===== config.mk =====
export PLATFORM = sky130hd
export DESIGN_NAME = lfsr_ctrl
export DESIGN_NICKNAME = d
export VERILOG_FILES = /design/src/rtl/lfsr_ctrl.sv
export SDC_FILE = /design/constraint.sdc
export NUM_CORES = 1
export LEC_CHECK = 0
export BUFFER_PORTS_ARGS = -buffer_cell sky130_fd_sc_hd__clkbuf_2
export CAP_MARGIN = 10
export CORE_UTILIZATION = 50
export DETAILED_ROUTE_END_ITERATION = 12
export PLACE_DENSITY = 0.78
export SYNTH_ARGS = -nofsm -noshare
export SYNTH_HDL_FRONTEND = slang
export SYNTH_SLANG_ARGS = --single-unit
export TNS_END_PERCENT = 30

===== constraint.sdc =====
create_clock -name clk -period 3.3 [get_ports clk]
set_input_delay 0.165 -clock clk [delete_from_list [all_inputs] [get_ports clk]]
set_output_delay 0.165 -clock clk [all_outputs]
set_load 0.005 [all_outputs]

===== src/rtl/lfsr_ctrl.sv =====
// lfsr_ctrl: debounced button sequencing of an 8-bit LFSR (manual/free-run step, seed load, lockup recovery).
module lfsr_ctrl #(
  parameter int         DEBOUNCE_CYCLES = 16,
  parameter int         RATE_W          = 24,
  parameter logic [7:0] DEFAULT_SEED    = 8'h01
) (
  input  logic              clk,
  input  logic              rst_n,
  input  logic              btn_step,
  input  logic              btn_mode,
  input  logic              btn_load,
  input  logic [7:0]        sw_seed,
  input  logic [RATE_W-1:0] rate_div,
  input  logic [7:0]        lfsr_q,
  output logic              lfsr_step,
  output logic              lfsr_load,
  output logic [7:0]        lfsr_seed,
  output logic              mode_run,
  output logic [15:0]       step_count
);
  localparam int CW = $clog2(DEBOUNCE_CYCLES + 1);
  typedef enum logic [1:0] {MANUAL, RUN, LOAD, RECOVER} state_t;
  state_t            state_q, state_d, ret_q, ret_d;
  logic [2:0]        btn, ev;
  logic              step_q, step_d, hit;
  logic [7:0]        seed_q, seed_d, load_seed;
  logic [15:0]       count_q, count_d;
  logic [RATE_W-1:0] div_q, div_d;
  assign btn = {btn_load, btn_mode, btn_step};
  for (genvar b = 0; b < 3; b++) begin : g_btn
    logic          s1_q, s2_q, acc_q, acc_d, prev_q;
    logic [CW-1:0] cnt_q, cnt_d;
    always_comb begin
      acc_d = acc_q;
      cnt_d = '0;
      if (s2_q != acc_q) begin
        acc_d = (cnt_q == CW'(DEBOUNCE_CYCLES)) ? ~acc_q : acc_q;
        cnt_d = (cnt_q == CW'(DEBOUNCE_CYCLES)) ? '0 : cnt_q + 1'b1;
      end
    end
    always_ff @(posedge clk or negedge rst_n) begin
      if (!rst_n) begin
        s1_q   <= 1'b0;
        s2_q   <= 1'b0;
        acc_q  <= 1'b0;
        prev_q <= 1'b0;
        cnt_q  <= '0;
      end else begin
        s1_q   <= btn[b];
        s2_q   <= s1_q;
        acc_q  <= acc_d;
        prev_q <= acc_q;
        cnt_q  <= cnt_d;
      end
    end
    assign ev[b] = acc_q & ~prev_q;
  end
  assign hit        = div_q == rate_div;
  assign load_seed  = (sw_seed == 8'h00) ? DEFAULT_SEED : sw_seed;
  assign lfsr_step  = step_q;
  assign lfsr_load  = state_q == LOAD || state_q == RECOVER;
  assign lfsr_seed  = state_q == LOAD ? load_seed : state_q == RECOVER ? DEFAULT_SEED : seed_q;
  assign mode_run   = state_q == RUN || (lfsr_load && ret_q == RUN);
  assign step_count = count_q;
  // Recovery outranks every button; the divider only survives uninterrupted RUN cycles.
  always_comb begin
    state_d = state_q;
    ret_d   = ret_q;
    step_d  = 1'b0;
    seed_d  = seed_q;
    count_d = count_q;
    div_d   = '0;
    case (state_q)
      MANUAL, RUN: begin
        if (lfsr_q == 8'h00) begin
          state_d = RECOVER;
          ret_d   = state_q;
          count_d = '0;
        end else if (ev[2]) begin
          state_d = LOAD;
          ret_d   = state_q;
          count_d = '0;
        end else if (ev[1]) state_d = (state_q == RUN) ? MANUAL : RUN;
        else if (state_q == RUN) begin
          step_d = hit;
          div_d  = hit ? '0 : div_q + 1'b1;
        end else step_d = ev[0];
      end
      default: begin
        state_d = ret_q;
        seed_d  = lfsr_seed;
      end
    endcase
    if (step_d) count_d = count_q + 16'd1;
  end
  always_ff @(posedge clk or negedge rst_n) begin
    if (!rst_n) begin
      state_q <= MANUAL;
      ret_q   <= MANUAL;
      step_q  <= 1'b0;
      seed_q  <= DEFAULT_SEED;
      count_q <= '0;
      div_q   <= '0;
    end else begin
      state_q <= state_d;
      ret_q   <= ret_d;
      step_q  <= step_d;
      seed_q  <= seed_d;
      count_q <= count_d;
      div_q   <= div_d;
    end
  end
endmodule


After elaboration in Yosys (flattened, before gate mapping)
Cells that the tools add are included.

Output and inout port bits: 27. Bits of input ports: 45. Flip-flop bits (word level): 80. Word-level logic and storage cells: 93.

Add/subtract/negate cells: 5. Eq/ne operators: 12. Bitwise operators: 9. Muxes and demuxes: 31. Reductions and logical operators: 15.

Operators by type and width (count): two-way mux 24 bit (6); two-way mux 16 bit (4); two-way mux 5 bit (6); adder 24 x 1 -> 24 bit, second input constant (1); equality test 24 bit (1); two-way mux 8 bit (3); adder 16 x 1 -> 16 bit, second input constant (1); logical NOT 8 bit (2); adder 5 x 1 -> 5 bit, second input constant (3); equality test 5 bit, second input constant (3); two-way mux 2 bit (6); AND reduction 2 bit (5); two-way mux 1 bit (6); inverter 1 bit (6); equality test 2 x 1 -> 1 bit, second input constant (2); equality test 2 bit, second input constant (2); inequality test 4 bit, second input constant (1); nonzero test 2 bit (2); bitwise AND 1 bit (3); inequality test 1 bit (3); nonzero test 3 bit (1); logical NOT 2 bit (1); logical OR 1 bit (2); OR reduction 2 bit (1); logical AND 1 bit (1).

Logic depth before layout (Yosys ltp)
Depth after elaboration: 9. Depth in mapped cells: 9. Mapped depth without buffers: 7.

Worst setup path after synthesis
OpenSTA, ideal clock, no wires.

Path kind: register to register. Start: reg div_q[3]. End: reg count_q[15] (netlist: step_count[15]). Stages on the path, launching flop included: 8. Required time: 3.166 ns. Arrival time: 1.759 ns. Clock period less this slack: 1.894 ns. Path slack: 1.406 ns. Buffers on the path: 1. Path through: dfrtp_1 > xnor2_1 > nand4_1 > nor4_2 > a31oi_2 > buf_4 > o41ai_1 > a21oi_1.

Word-level cells in the longest chain between the ends: 8. Elaborated cells between the ends (all ways): 10.

Ends and longest elaborated chain: start: declaration (RTL line 28) `logic [RATE_W-1:0] div_q, div_d;`; start signal: assignment (RTL line 110) `div_q <= div_d;`; equality test 24 bit (*) (RTL line 58) `assign hit = div_q == rate_div;`; two-way mux 1 bit (*) (RTL line 84) `else if (state_q == RUN) begin`; two-way mux 1 bit (*) (RTL line 83) `end else if (ev[1]) state_d = (state_q == RUN) ? MANUAL : RUN;`; two-way mux 1 bit (*) (RTL line 79) `end else if (ev[2]) begin`; two-way mux 1 bit (*) (RTL line 75) `if (lfsr_q == 8'h00) begin`; two-way mux 1 bit (*) (RTL line 73) `case (state_q)`; nonzero test 3 bit (no line) / nonzero test 2 bit (equally long branches); AND reduction 2 bit (no line); end signal: assignment (RTL line 109) `count_q <= count_d;`; end: declaration (RTL line 27) `logic [15:0] count_q, count_d;`.

Mark *: on every way between the ends. The rest lies on a longest branch, timed or not. A chain may end at the register's enable or synchronous reset.

Worst setup path in the final report
Start: reg div_q[20]. End: reg count_q[11] (netlist: step_count[11]).

The elaborated chain is that of the path after synthesis.

==> impl_metrics.py <==
metrics = {
    "clocking": {
        "clock_latency_ps": 350,
        "cts_tree": "done",
        "cts_max_level": 3,
        "cts.path.max_buffers": 2,
        "cts_hold_buf": 3,
        "cts-root-buf": "clkbuf_8",
        "numCtsBuffers": 9,
        "clk_pin_slew_ps": 80,
        "ctsResizeCount": 0,
        "post_cts_buffers": 0,
        "cts.sink_count": 80,
    },
    "timing": {
        "period_share": 0.689,
        "tightest_slew_ps": 978,
        "skew_ps": 6.23,
        "rsz0062_at_grt": "no",
        "relSlewSlack": 0.348,
        "finalHoldViolCount": 50,
        "max_freq_mhz": 440,
        "finalSetupViolCount": 0,
        "finalMaxSlewViolations": 0,
        "fin_crit_ps": 2270,
        "holdWs_ps": -25.6,
        "fin_tns_setup_ps": 0,
    },
    "pwr": {
        "cellPowerDensity_mw_per_mm2": 442,
        "intPower_mw": 1.50,
        "ir_drop_mv": 0.224,
        "sw_frac_of_total": 0.256,
        "p_clk_frac": 0.348,
        "p_comb_frac": 0.108,
        "p_switching_uw": 514,
        "power_leakage_nw": 2.11,
        "seqPwrFrac": 0.545,
    },
    "grt": {
        "grt_max_degree": 81,
        "antenna_found_initial": 0,
        "grt_pass1_vias": 2753,
        "overflow": 0,
        "grt_pass1_wl_um": 12800,
        "grt_use_total": 0.198,
    },
    "final_layout": {
        "final_cell_mix": "dfrtp_1 (79), clkbuf_2 (70), nor2_1 (42)",
        "drive_above_1_share": 0.198,
        "instances_no_fill": 569,
        "area_delta_synth_final_pct": 17.0,
        "n_antenna_cell": 0,
        "final_cell_area_mm2": 0.00455,
        "final_common_cell": "dfrtp_1",
        "post-route-util": 0.617,
        "nets": 519,
    },
    "yosys": {
        "ys_warn_count": 0,
        "syn_area_mm2": 0.00388,
        "syn_nets": 444,
        "yosysSeqAreaShare": 0.516,
        "synth-seq-cells": 80,
        "syn_area_per_cell_um2": 9.93,
        "syn-instance-count": 391,
        "netlist-cell-type-count": 39,
        "synth_edf_count": 0,
        "async_flop_share": 1.00,
        "synth_ff_type": "dfrtp_1",
    },
    "run_status": {
        "outcome": "complete, but fails checks",
        "violations": "negative hold slack",
    },
    "route": {
        "drt_iter0_markers": 101,
        "routedWlPerCell_um": 13.3,
        "wirelength_um": 7590,
        "viasPerCell": 5.38,
        "firstDrtPassIters": 4,
        "postRouteAntennaNets": 0,
        "drc": 0,
        "num_vias": 3061,
    },
    "critical_path": {
        "crit_required_ps": 3560,
        "startpoint_type": "flop",
        "crit_type": "reg -> reg",
        "endpoint_kind": "flop",
        "crit_arrival_ps": 2540,
        "cp_max_fo": 33,
    },
    "placement": {
        "numPortBuffers": 71,
        "gp_congestion": 0.905,
        "dpl-instance-area_mm2": 0.00433,
        "dpl.cell_count": 551,
        "hpwl_um": 5530,
    },
    "job": {
        "cap_violations": 0,
    },
    "floorplan": {
        "row_count": 31,
        "die-area_mm2": 0.00812,
        "die_x_um": 90.1,
        "io_pins": 72,
        "core_mm2": 0.00737,
        "die_y_um": 90.1,
        "initial_core_util": 0.527,
    },
    "worst_hold_path": {
        "hp-class": "in -> async",
    },
}
## synthesized netlist by cell type, types with 3 or more instances
cell type,n,area [um2]
nor4_1,4,25.0
buf_2,3,15.0
a21oi_1,12,60.1
nand2_1,29,109
and2_1,7,43.8
clkbuf_1,6,22.5
dfrtp_1,79,1980
o21ai_0,25,125
nor2_1,42,158
ha_1,8,100
xnor2_1,39,342
or3_1,7,43.8
nand3_1,20,100
nor3_1,6,30.0
mux2_2,3,33.8
inv_1,20,75.1
and3_1,12,75.1
o31ai_1,9,67.6
xor2_1,20,175
o211ai_1,4,30.0
nand4_1,14,87.6
## flip-flops by register name (all words and copies together), names as in the netlist
name / flops
div_q: 24
g_btn.s2_q: 3
g_btn.s1_q: 3
g_btn.acc_q: 3
step_count: 16
state_q: 2
g_btn.cnt_q: 15
lfsr_step: 1
g_btn.prev_q: 3
seed_q: 8
ret_q: 2
## layout make-up
class / count / area [um2]
Fill cell: 633 / 2820
Sequential cell: 80 / 2000
Multi-Input combinational cell: 279 / 1750
Timing Repair Buffer: 76 / 403
Clock buffer: 12 / 145
Tap cell: 99 / 124
Inverter: 20 / 75.1
Clock inverter: 3 / 42.5
## per-stage QoR
step                power, mW  setup slack [ps]
finish                   2.01              1030
detailed placement       1.32              1020
global route             2.11               841
floorplan                1.23              1410
global placement         1.32              1130
CTS                      2.03              1010
## power groups by stage
| stage | logic, mW | registers [mW] | clock network (mW) |
|---|---|---|---|
| floorplan | 0.149 | 1.08 | 0 |
| global placement | 0.206 | 1.11 | 0 |
| detailed placement | 0.214 | 1.11 | 0 |
| CTS | 0.219 | 1.09 | 0.714 |
| global route | 0.243 | 1.10 | 0.762 |
| finish | 0.216 | 1.09 | 0.699 |
## critical path, cell delays in order, from the launching register on
cell and delay, ps:
dfrtp_1 420, xnor2_1 190, nand4_1 140, nor4_2 380
a31oi_2 120, buf_4 230, or4_1 510, a21oi_1 180
## per-layer routing
metal | track usage | vias up | wire length (um)
met5 | 0 | - | 0
met4 | 0.0605 | 0 | 122
met3 | 0.0550 | 15 | 486
met2 | 0.289 | 100 | 3290
met1 | 0.285 | 1458 | 3690
li1 | - | 1488 | -
## worst paths after layout
kind                                from  slack [ps]              to  depth (start not counted)
setup / recovery               div_q[20]        1030  step_count[11]                          7
hold / removal                     rst_n         -30       seed_q[1]                          1
setup reg to reg               div_q[20]        1030  step_count[11]                          7
hold reg to reg            g_btn[1].s1_q         350   g_btn[1].s2_q                          0
max in group asynchronous          rst_n        2700       div_q[14]                          1
min in group clk              sw_seed[4]          60       seed_q[4]                          3
## cell families (layout without fill, tap and decap cells)
| family | Yosys count | after routing | share of synthesized area |
|---|---|---|---|
| flops | 80 | 80 | 0.516 |
| buf+inv | 32 | 111 | 0.0329 |
| fa+ha+maj | 8 | 8 | 0.0258 |
| simple gates | 152 | 152 | 0.196 |
| xor+xnor | 59 | 59 | 0.133 |
| compound gates | 56 | 56 | 0.0857 |
| mux | 4 | 4 | 0.0113 |
Note: power is estimated with default switching activity, not from simulation.
